`src/rtl/shift_register_pkg.sv`:
```
// Shared encodings for the universal shift register: operation modes and burst FSM states.
package shift_register_pkg;

    typedef enum logic [2:0] {
        MODE_HOLD  = 3'b000,
        MODE_SHL   = 3'b001,
        MODE_SHR   = 3'b010,
        MODE_ROL   = 3'b011,
        MODE_ROR   = 3'b100,
        MODE_ASR   = 3'b101,
        MODE_LOAD  = 3'b110,
        MODE_CLEAR = 3'b111
    } mode_e;

    typedef enum logic {
        ST_IDLE = 1'b0,
        ST_RUN  = 1'b1
    } state_e;

endpackage

```
`src/rtl/shift_register_burst_ctrl.sv`:
```
// Burst sequencer: latches mode/count on start, strobes op_en once per enabled cycle, pulses done.
module shift_register_burst_ctrl
    import shift_register_pkg::*;
#(
    parameter int unsigned CNT_W = 6
) (
    input  logic             clk,
    input  logic             rst,
    input  logic             clken,
    input  mode_e            mode,
    input  logic             start,
    input  logic [CNT_W-1:0] count,
    output mode_e            eff_mode,
    output logic             op_en,
    output logic             busy,
    output logic             done
);

    state_e           state_q, state_d;
    mode_e            mode_q, mode_d;
    logic [CNT_W-1:0] remaining_q, remaining_d;
    logic             done_q, done_d;

    always_comb begin
        state_d     = state_q;
        mode_d      = mode_q;
        remaining_d = remaining_q;
        done_d      = 1'b0;
        op_en       = 1'b0;
        eff_mode    = (state_q == ST_RUN) ? mode_q : mode;
        if (clken) begin
            case (state_q)
                ST_IDLE: begin
                    if (start) begin
                        mode_d = mode;
                        if (count != '0) begin
                            state_d     = ST_RUN;
                            remaining_d = count;
                        end else begin
                            done_d = 1'b1;
                        end
                    end else begin
                        op_en = 1'b1;
                    end
                end
                ST_RUN: begin
                    // mode, start and count are ignored while a burst runs
                    op_en       = 1'b1;
                    remaining_d = remaining_q - CNT_W'(1);
                    if (remaining_q == CNT_W'(1)) begin
                        state_d = ST_IDLE;
                        done_d  = 1'b1;
                    end
                end
                default: state_d = ST_IDLE;
            endcase
        end
    end

    always_ff @(posedge clk) begin
        if (rst) begin
            state_q     <= ST_IDLE;
            mode_q      <= MODE_HOLD;
            remaining_q <= '0;
            done_q      <= 1'b0;
        end else begin
            state_q     <= state_d;
            mode_q      <= mode_d;
            remaining_q <= remaining_d;
            done_q      <= done_d;
        end
    end

    assign busy = (state_q == ST_RUN);
    assign done = done_q;

endmodule

```
`src/rtl/shift_register_universal.sv`:
```
// Universal shift register: shift/rotate/ASR/load/clear, continuous or as a counted burst.
module shift_register_universal
    import shift_register_pkg::*;
#(
    parameter int unsigned      WIDTH   = 32,
    parameter int unsigned      CNT_W   = 6,
    parameter logic [WIDTH-1:0] RST_VAL = {WIDTH{1'b0}}
) (
    input  logic             clk,
    input  logic             rst,
    input  logic             clken,
    input  logic [2:0]       mode,
    input  logic             start,
    input  logic [CNT_W-1:0] count,
    input  logic             SI_L,
    input  logic             SI_R,
    input  logic [WIDTH-1:0] PI,
    output logic [WIDTH-1:0] PO,
    output logic             SO_L,
    output logic             SO_R,
    output logic             busy,
    output logic             done
);

    logic [WIDTH-1:0] r_q, r_d;
    mode_e            eff_mode;
    logic             op_en;

    shift_register_burst_ctrl #(
        .CNT_W(CNT_W)
    ) u_ctrl (
        .clk      (clk),
        .rst      (rst),
        .clken    (clken),
        .mode     (mode_e'(mode)),
        .start    (start),
        .count    (count),
        .eff_mode (eff_mode),
        .op_en    (op_en),
        .busy     (busy),
        .done     (done)
    );

    // Each arm references only the input it consumes, so unused X inputs stay out of PO
    always_comb begin
        r_d = r_q;
        if (op_en) begin
            case (eff_mode)
                MODE_HOLD:  r_d = r_q;
                MODE_SHL:   r_d = {r_q[WIDTH-2:0], SI_L};
                MODE_SHR:   r_d = {SI_R, r_q[WIDTH-1:1]};
                MODE_ROL:   r_d = {r_q[WIDTH-2:0], r_q[WIDTH-1]};
                MODE_ROR:   r_d = {r_q[0], r_q[WIDTH-1:1]};
                MODE_ASR:   r_d = {r_q[WIDTH-1], r_q[WIDTH-1:1]};
                MODE_LOAD:  r_d = PI;
                MODE_CLEAR: r_d = '0;
                default:    r_d = r_q;
            endcase
        end
    end

    always_ff @(posedge clk) begin
        if (rst) begin
            r_q <= RST_VAL;
        end else begin
            r_q <= r_d;
        end
    end

    assign PO   = r_q;
    assign SO_L = r_q[WIDTH-1];
    assign SO_R = r_q[0];

endmodule

```
`config.mk`:
```
export PLATFORM = sky130hd
export DESIGN_NAME = shift_register_universal
export DESIGN_NICKNAME = d
export VERILOG_FILES = /design/src/rtl/shift_register_pkg.sv /design/src/rtl/shift_register_burst_ctrl.sv /design/src/rtl/shift_register_universal.sv
export SDC_FILE = /design/constraint.sdc
export NUM_CORES = 1
export LEC_CHECK = 0
export ABC_CLOCK_PERIOD_IN_PS = 2100
export BUFFER_PORTS_ARGS = -buffer_cell sky130_fd_sc_hd__buf_2
export CAP_MARGIN = 30
export CORE_UTILIZATION = 50
export DETAILED_ROUTE_END_ITERATION = 12
export PLACE_DENSITY = 0.87
export SYNTH_ARGS = -nofsm -noshare
export SYNTH_HDL_FRONTEND = slang
export SYNTH_SLANG_ARGS = --single-unit
export TNS_END_PERCENT = 10
```
`constraint.sdc`:
```
create_clock -name clk -period 2.1 [get_ports clk]
set_input_delay 0.42 -clock clk [delete_from_list [all_inputs] [get_ports clk]]
set_output_delay 0.42 -clock clk [all_outputs]
set_load 0.05 [all_outputs]
```
## Yosys cells after proc, flatten, opt, wreduce, memory -nomap -nowiden

Cells that the tools add are included.

- Multiplexer cells: 16
- $add $sub $neg: 1
- Reductions and logical operators: 7
- Bitwise operators: 4
- Equality and inequality tests: 10

Operators by type and width:

| operator | count |
|---|---|
| one-hot mux 32 bit (7 select lines) | 1 |
| equality test 3 bit (second input constant) | 4 |
| two-way mux 6 bit | 2 |
| one-hot mux 6 bit (2 select lines) | 1 |
| AND reduction 3 bit | 3 |
| two-way mux 1 bit | 8 |
| equality test 3 x 2 -> 1 bit (second input constant) | 2 |
| equality test 6 x 1 -> 1 bit (second input constant) | 1 |
| one-hot mux 1 bit (2 select lines) | 3 |
| nonzero test 6 bit | 1 |
| subtractor 6 x 1 -> 6 bit (second input constant) | 1 |
| NOT 1 bit | 4 |
| equality test 3 x 1 -> 1 bit (second input constant) | 1 |
| logical NOT 3 bit | 1 |
| two-way mux 3 bit | 1 |
| inequality test 2 x 1 -> 1 bit (second input constant) | 1 |
| inequality test 2 bit (second input constant) | 1 |
| AND reduction 2 bit | 1 |
| OR reduction 2 bit | 1 |

- Input bits: 47
- Logic and storage cells: 44
- Register bits after elaboration: 43

## Logic depth before layout (Yosys ltp)

- Depth in word-level cells: 4
- Mapped depth: 8
- Gate-level depth less buffers: 6

## By module

From an unflattened synthesis, not the netlist that was laid out.

- Cells, all modules: 310
- Area, all modules: 3091.7 sq um

Modules (own cells, without submodules):

| module | area an instance (sq um) | times used | cells an instance |
|---|---|---|---|
| shift_register_universal | 2414.8 | 1 | 234 |
| shift_register_burst_ctrl | 676.9 | 1 | 76 |

## Least setup slack after synthesis

No wires, ideal clock.

- Kind: register to register
- Start: register u_ctrl.state_q, in the netlist u_ctrl.busy
- End: register r_q[17], in the netlist PO[17]
- Arrival: 2.112 ns
- Slack: -0.158 ns
- Data required time: 1.954 ns
- Period minus slack after synthesis: 2.258 ns
- Cell stages (with the launch flop): 7
- Buffers on the path: 2
- Cells stage by stage: dfxtp_1 > buf_6 > mux2i_4 > mux4_2 > buf_6 > a21oi_1 > a221oi_2

- Word-level cells in the longest chain between the ends: 4
- Elaborated cells on any way between the ends: 15

Ends and longest elaborated chain:

| item | line | RTL |
|---|---|---|
| from (decl) | shift_register_burst_ctrl.sv:19 | `state_e state_q, state_d;` |
| from (signal assigned) | shift_register_burst_ctrl.sv:67 | `state_q <= state_d;` |
| parallel branches: the longest is 4 deep, another holds one-hot mux 32 bit (7 select lines) | -- |  |
| to (signal assigned) | shift_register_universal.sv:66 | `r_q <= r_d;` |
| to (decl) | shift_register_universal.sv:25 | `logic [WIDTH-1:0] r_q, r_d;` |

Parallel ways; which one is timed is not known.
A chain may end at the register's enable or synchronous reset.

## Worst setup path in the final report

- Start: register u_ctrl.state_q, in the netlist u_ctrl.busy
- End: register r_q[25], in the netlist PO[25]

The elaborated chain is that of the path after synthesis.

==> summary.txt <==
Routing
  • Final WL: about 7700 um
  • Initial DRC Count: about 200
  • Antenna Nets Post-Route: 0
  • DR vias: roughly 3000
  • DRC Markers: 0
  • DRT Pass-1 Iters: 5
  • WL/cell: approximately 16 um
  • Vias per cell: 6.03

Floorplanning
  • Die Y: 78.7 um
  • Die area: about 0.0062 sq mm
  • Num rows: 27
  • I/O Pins: 83
  • Initial Utilization: between 50% and 60%
  • Core area: 0.00557 sq mm
  • Die W: 78.7 um

Final layout
  • Post-route cell area: about 0.0036 sq mm
  • Fill cell count: 475
  • Fin util: 63.8%
  • Multi-input logic area: 0.00178 sq mm
  • Register Area: ~860 sq um
  • Net count, final: 466
  • Area delta synth->final: 20.9%
  • Share of layout cells above drive strength 1: approximately two fifths
  • Ant. Diodes: 0
  • Non-Filler Instances: 490

Yosys
  • Post-synth top flop: dfxtp_1
  • Post-synthesis cell count: 344
  • Number of synthesized register bits: 43
  • Number of synthesis warnings: 0
  • Syn nets: between 300 and 400
  • Synthesized area: 0.00294 sq mm
  • EDFF count, synth: 0
  • Post-synthesis sequential area ratio: 29.3%
  • Library cells used by synthesis: 48
  • Syn Area/Cell: 8.55 sq um
  • Async S/R FF share, synth: 0%

Global route
  • Global route overflow: 0
  • Gr usage total: between 20% and 30%
  • Largest net degree at the start of global routing: 32
  • Vias in the first global route: 2809
  • Initial antenna violation count: 0
  • Global-route wire length before repair: 12700 um

Worst setup path
  • Critical Path Sink Type: flop
  • Req. time, crit path: 2.27 ns
  • CP Capture Point: PO[25]$_SDFFE_PP0P_
  • Worst EP arrival: about 2.2 ns
  • Top cell by count, worst path: buf_4
  • Crit path max fanout: 31
  • Critical path class: reg -> reg
  • CP startpoint: u_ctrl.busy$_SDFFE_PP0P_
  • Gate family responsible for the most delay along the worst path: buffers and inverters
  • Max stage delay cell, worst path: dfxtp_2
  • Crit path cell chain: buf_4 > mux2i_2 > o21ai_0 > nand3_2 > buf_4 > a221oi_1
  • Worst reg2reg endpoint: PO[25]$_SDFFE_PP0P_
  • WP depth: 6
  • Bufs and invs on worst path: 2
  • RR Startpoint: u_ctrl.busy$_SDFFE_PP0P_
  • FF-to-FF setup slack: 0.09 ns
  • Reg2reg path depth: 6
  • Critical Path Start Type: flop
  • Critical path's largest stage delay: 0.46 ns

Clock network
  • Clock Pin Slew Worst Setup and Hold Paths: roughly 0.080 ns
  • CTS Buf Count: 5
  • Clock latency on the worst-skew pair: 0.30 ns
  • CTS root buffer: clkbuf_8
  • Sink Count: 43
  • Setup Buffers After CTS: 0
  • CTS tree: done
  • H-tree Lvls: 2
  • Maximum clock path buffer count: 2

Power and ir drop
  • Cell Pwr Density: 695 mW/mm^2
  • Max IR drop VDD: 0.390 mV
  • Static Leak: approximately 1.5 nW

Place
  • Placed cell count: 482
  • Sum of net half-perimeters after detailed placement: 5490 um
  • Routability Congestion: between 0.8 and 0.9
  • Placed Area: ~0.0034 sq mm
  • Port bufs: 82

STA
  • Setup_tns: 0 ns
  • Measured slew at the worst slew-check pin: approximately 1.1 ns
  • RSZ-0062 raised after global routing: no
  • Final min period: between 2 and 2.5 ns
  • Setup violators final: 0
  • Final-report hold violation count: 0
  • Slew Limit Headroom: 29.5%
  • Fmax: just under 500 MHz
  • Hold_ws: roughly 0.44 ns
  • Slew Viols, Final: 0
  • Final worst path period share: 95.7%
  • Worst Skew: 0.00935 ns

Outcome
  • Outcome: finished, final reports clean

Run
  • Max Cap Viol: 0

Worst hold path
  • Hold Crit Class: in -> reg
-- layer usage --
metal | share of wire (%) | routed length [um] | track usage, %
met1 | 42 | 3230 | 31.7
met2 | 50 | 3830 | 43.0
met3 | 6.0 | 458 | 4.19
met4 | 1.8 | 138 | 10.9
met5 | 0 | 0 | 0
-- registers in the layout, indices dropped and copies added (netlist names) --
name / count
u_ctrl.busy: 1
PO: 32
u_ctrl.mode_q: 3
u_ctrl.remaining_q: 6
u_ctrl.done: 1
-- area by class of cell --
cell class	count	share of cell area [%]
timing repair buffer	97	15.8
inverter	39	4.12
clock inverter	2	0.985
multi-input combinational	231	50.0
clock buffer	6	2.32
tap	72	2.53
sequential	43	24.2
-- Yosys cell counts, drive strengths merged, types with 2 or more instances --
| master | count | share of area [%] |
|---|---|---|
| and2 | 5 | 1.1 |
| nor4 | 3 | 0.64 |
| a32o | 3 | 1.0 |
| dfxtp | 43 | 29 |
| nand3 | 5 | 0.85 |
| a221oi | 56 | 22 |
| inv | 39 | 5.0 |
| nor2b | 5 | 1.1 |
| o21ai | 6 | 1.0 |
| nand2 | 38 | 4.9 |
| nand2b | 6 | 1.3 |
| or2 | 27 | 5.7 |
| a31o | 2 | 0.60 |
| nor3 | 4 | 0.68 |
| a211o | 6 | 1.8 |
| nor2 | 11 | 1.4 |
| o32ai | 2 | 1.2 |
| a32oi | 4 | 1.2 |
| o22ai | 2 | 0.43 |
| mux2i | 6 | 2.5 |
| buf | 19 | 4.2 |
| clkbuf | 12 | 1.5 |
| nand3b | 5 | 1.3 |
| mux2 | 2 | 0.77 |
| ha | 2 | 0.85 |
| a21oi | 14 | 2.5 |
| or3 | 2 | 0.43 |
-- layout by cell type (no fill, tap or decap), types with 5 or more instances in the layout --
master,synthesis,routed
and2_1,5,5
nand3b_1,5,5
o21ai_0,6,6
or2_2,27,27
a21oi_1,13,13
buf_2,12,82
buf_4,4,12
nand2_1,38,38
clkbuf_8,0,6
nand2b_1,6,6
dfxtp_1,43,42
inv_1,39,39
a221oi_1,31,30
nor2_1,11,11
a221oi_2,25,26
a211o_1,6,6
nor2b_1,5,5
-- power breakdown --
| group | switching, mW | internal (mW) |
|---|---|---|
| Sequential | 0.0735 | 0.882 |
| Combinational | 0.532 | 0.308 |
| Clock | 0.289 | 0.385 |
| Total | 0.895 | 1.57 |
-- through the flow --
stage               total power, mW  setup WS (ns)
floorplan                      1.59         0.0162
global placement               1.78        -0.0389
detailed placement             1.81        -0.0573
CTS                            2.48         0.0831
global route                   2.58        0.00451
finish                         2.47         0.0899
-- how the worst min path moves through the flow --
stage / slack, ns / to / startpoint / depth (start not counted)
4_1_cts: 0.43 / u_ctrl.remaining_q[5]$_SDFFE_PP0P_ / count[5] / 3
3_3_place_gp: 0.48 / PO[24]$_SDFFE_PP0P_ / PO[24]$_SDFFE_PP0P_ / 2
5_1_grt: 0.47 / u_ctrl.remaining_q[5]$_SDFFE_PP0P_ / count[5] / 3
6_report: 0.44 / u_ctrl.remaining_q[5]$_SDFFE_PP0P_ / count[5] / 3
3_5_place_dp: 0.48 / PO[9]$_SDFFE_PP0P_ / PO[9]$_SDFFE_PP0P_ / 2
2_1_floorplan: 0.48 / u_ctrl.remaining_q[5]$_SDFFE_PP0P_ / u_ctrl.remaining_q[5]$_SDFFE_PP0P_ / 2
-- worst register-to-register path, cell delays in order, from the launching register on --
cell	delay [ns]
dfxtp_2	0.46
buf_4	0.21
mux2i_2	0.31
o21ai_0	0.18
nand3_2	0.10
buf_4	0.43
a221oi_1	0.19
-- cell families after synthesis --
group	count (synthesis)	synth area share (%)
compound gates	103	34.2
xor+xnor	1	0.298
fa+ha+maj	2	0.851
buf+inv	70	10.7
flops	43	29.3
mux	9	4.00
simple gates	116	20.7
-- timing repair --
action | 4_1_cts | 5_1_grt
setup endpoints to repair | 0 | 2
gates resized for setup | 0 | 1
hold buffers | 0 | 0
hold endpoints to repair | 0 | 0
Note: power is estimated with default switching activity, not from simulation.
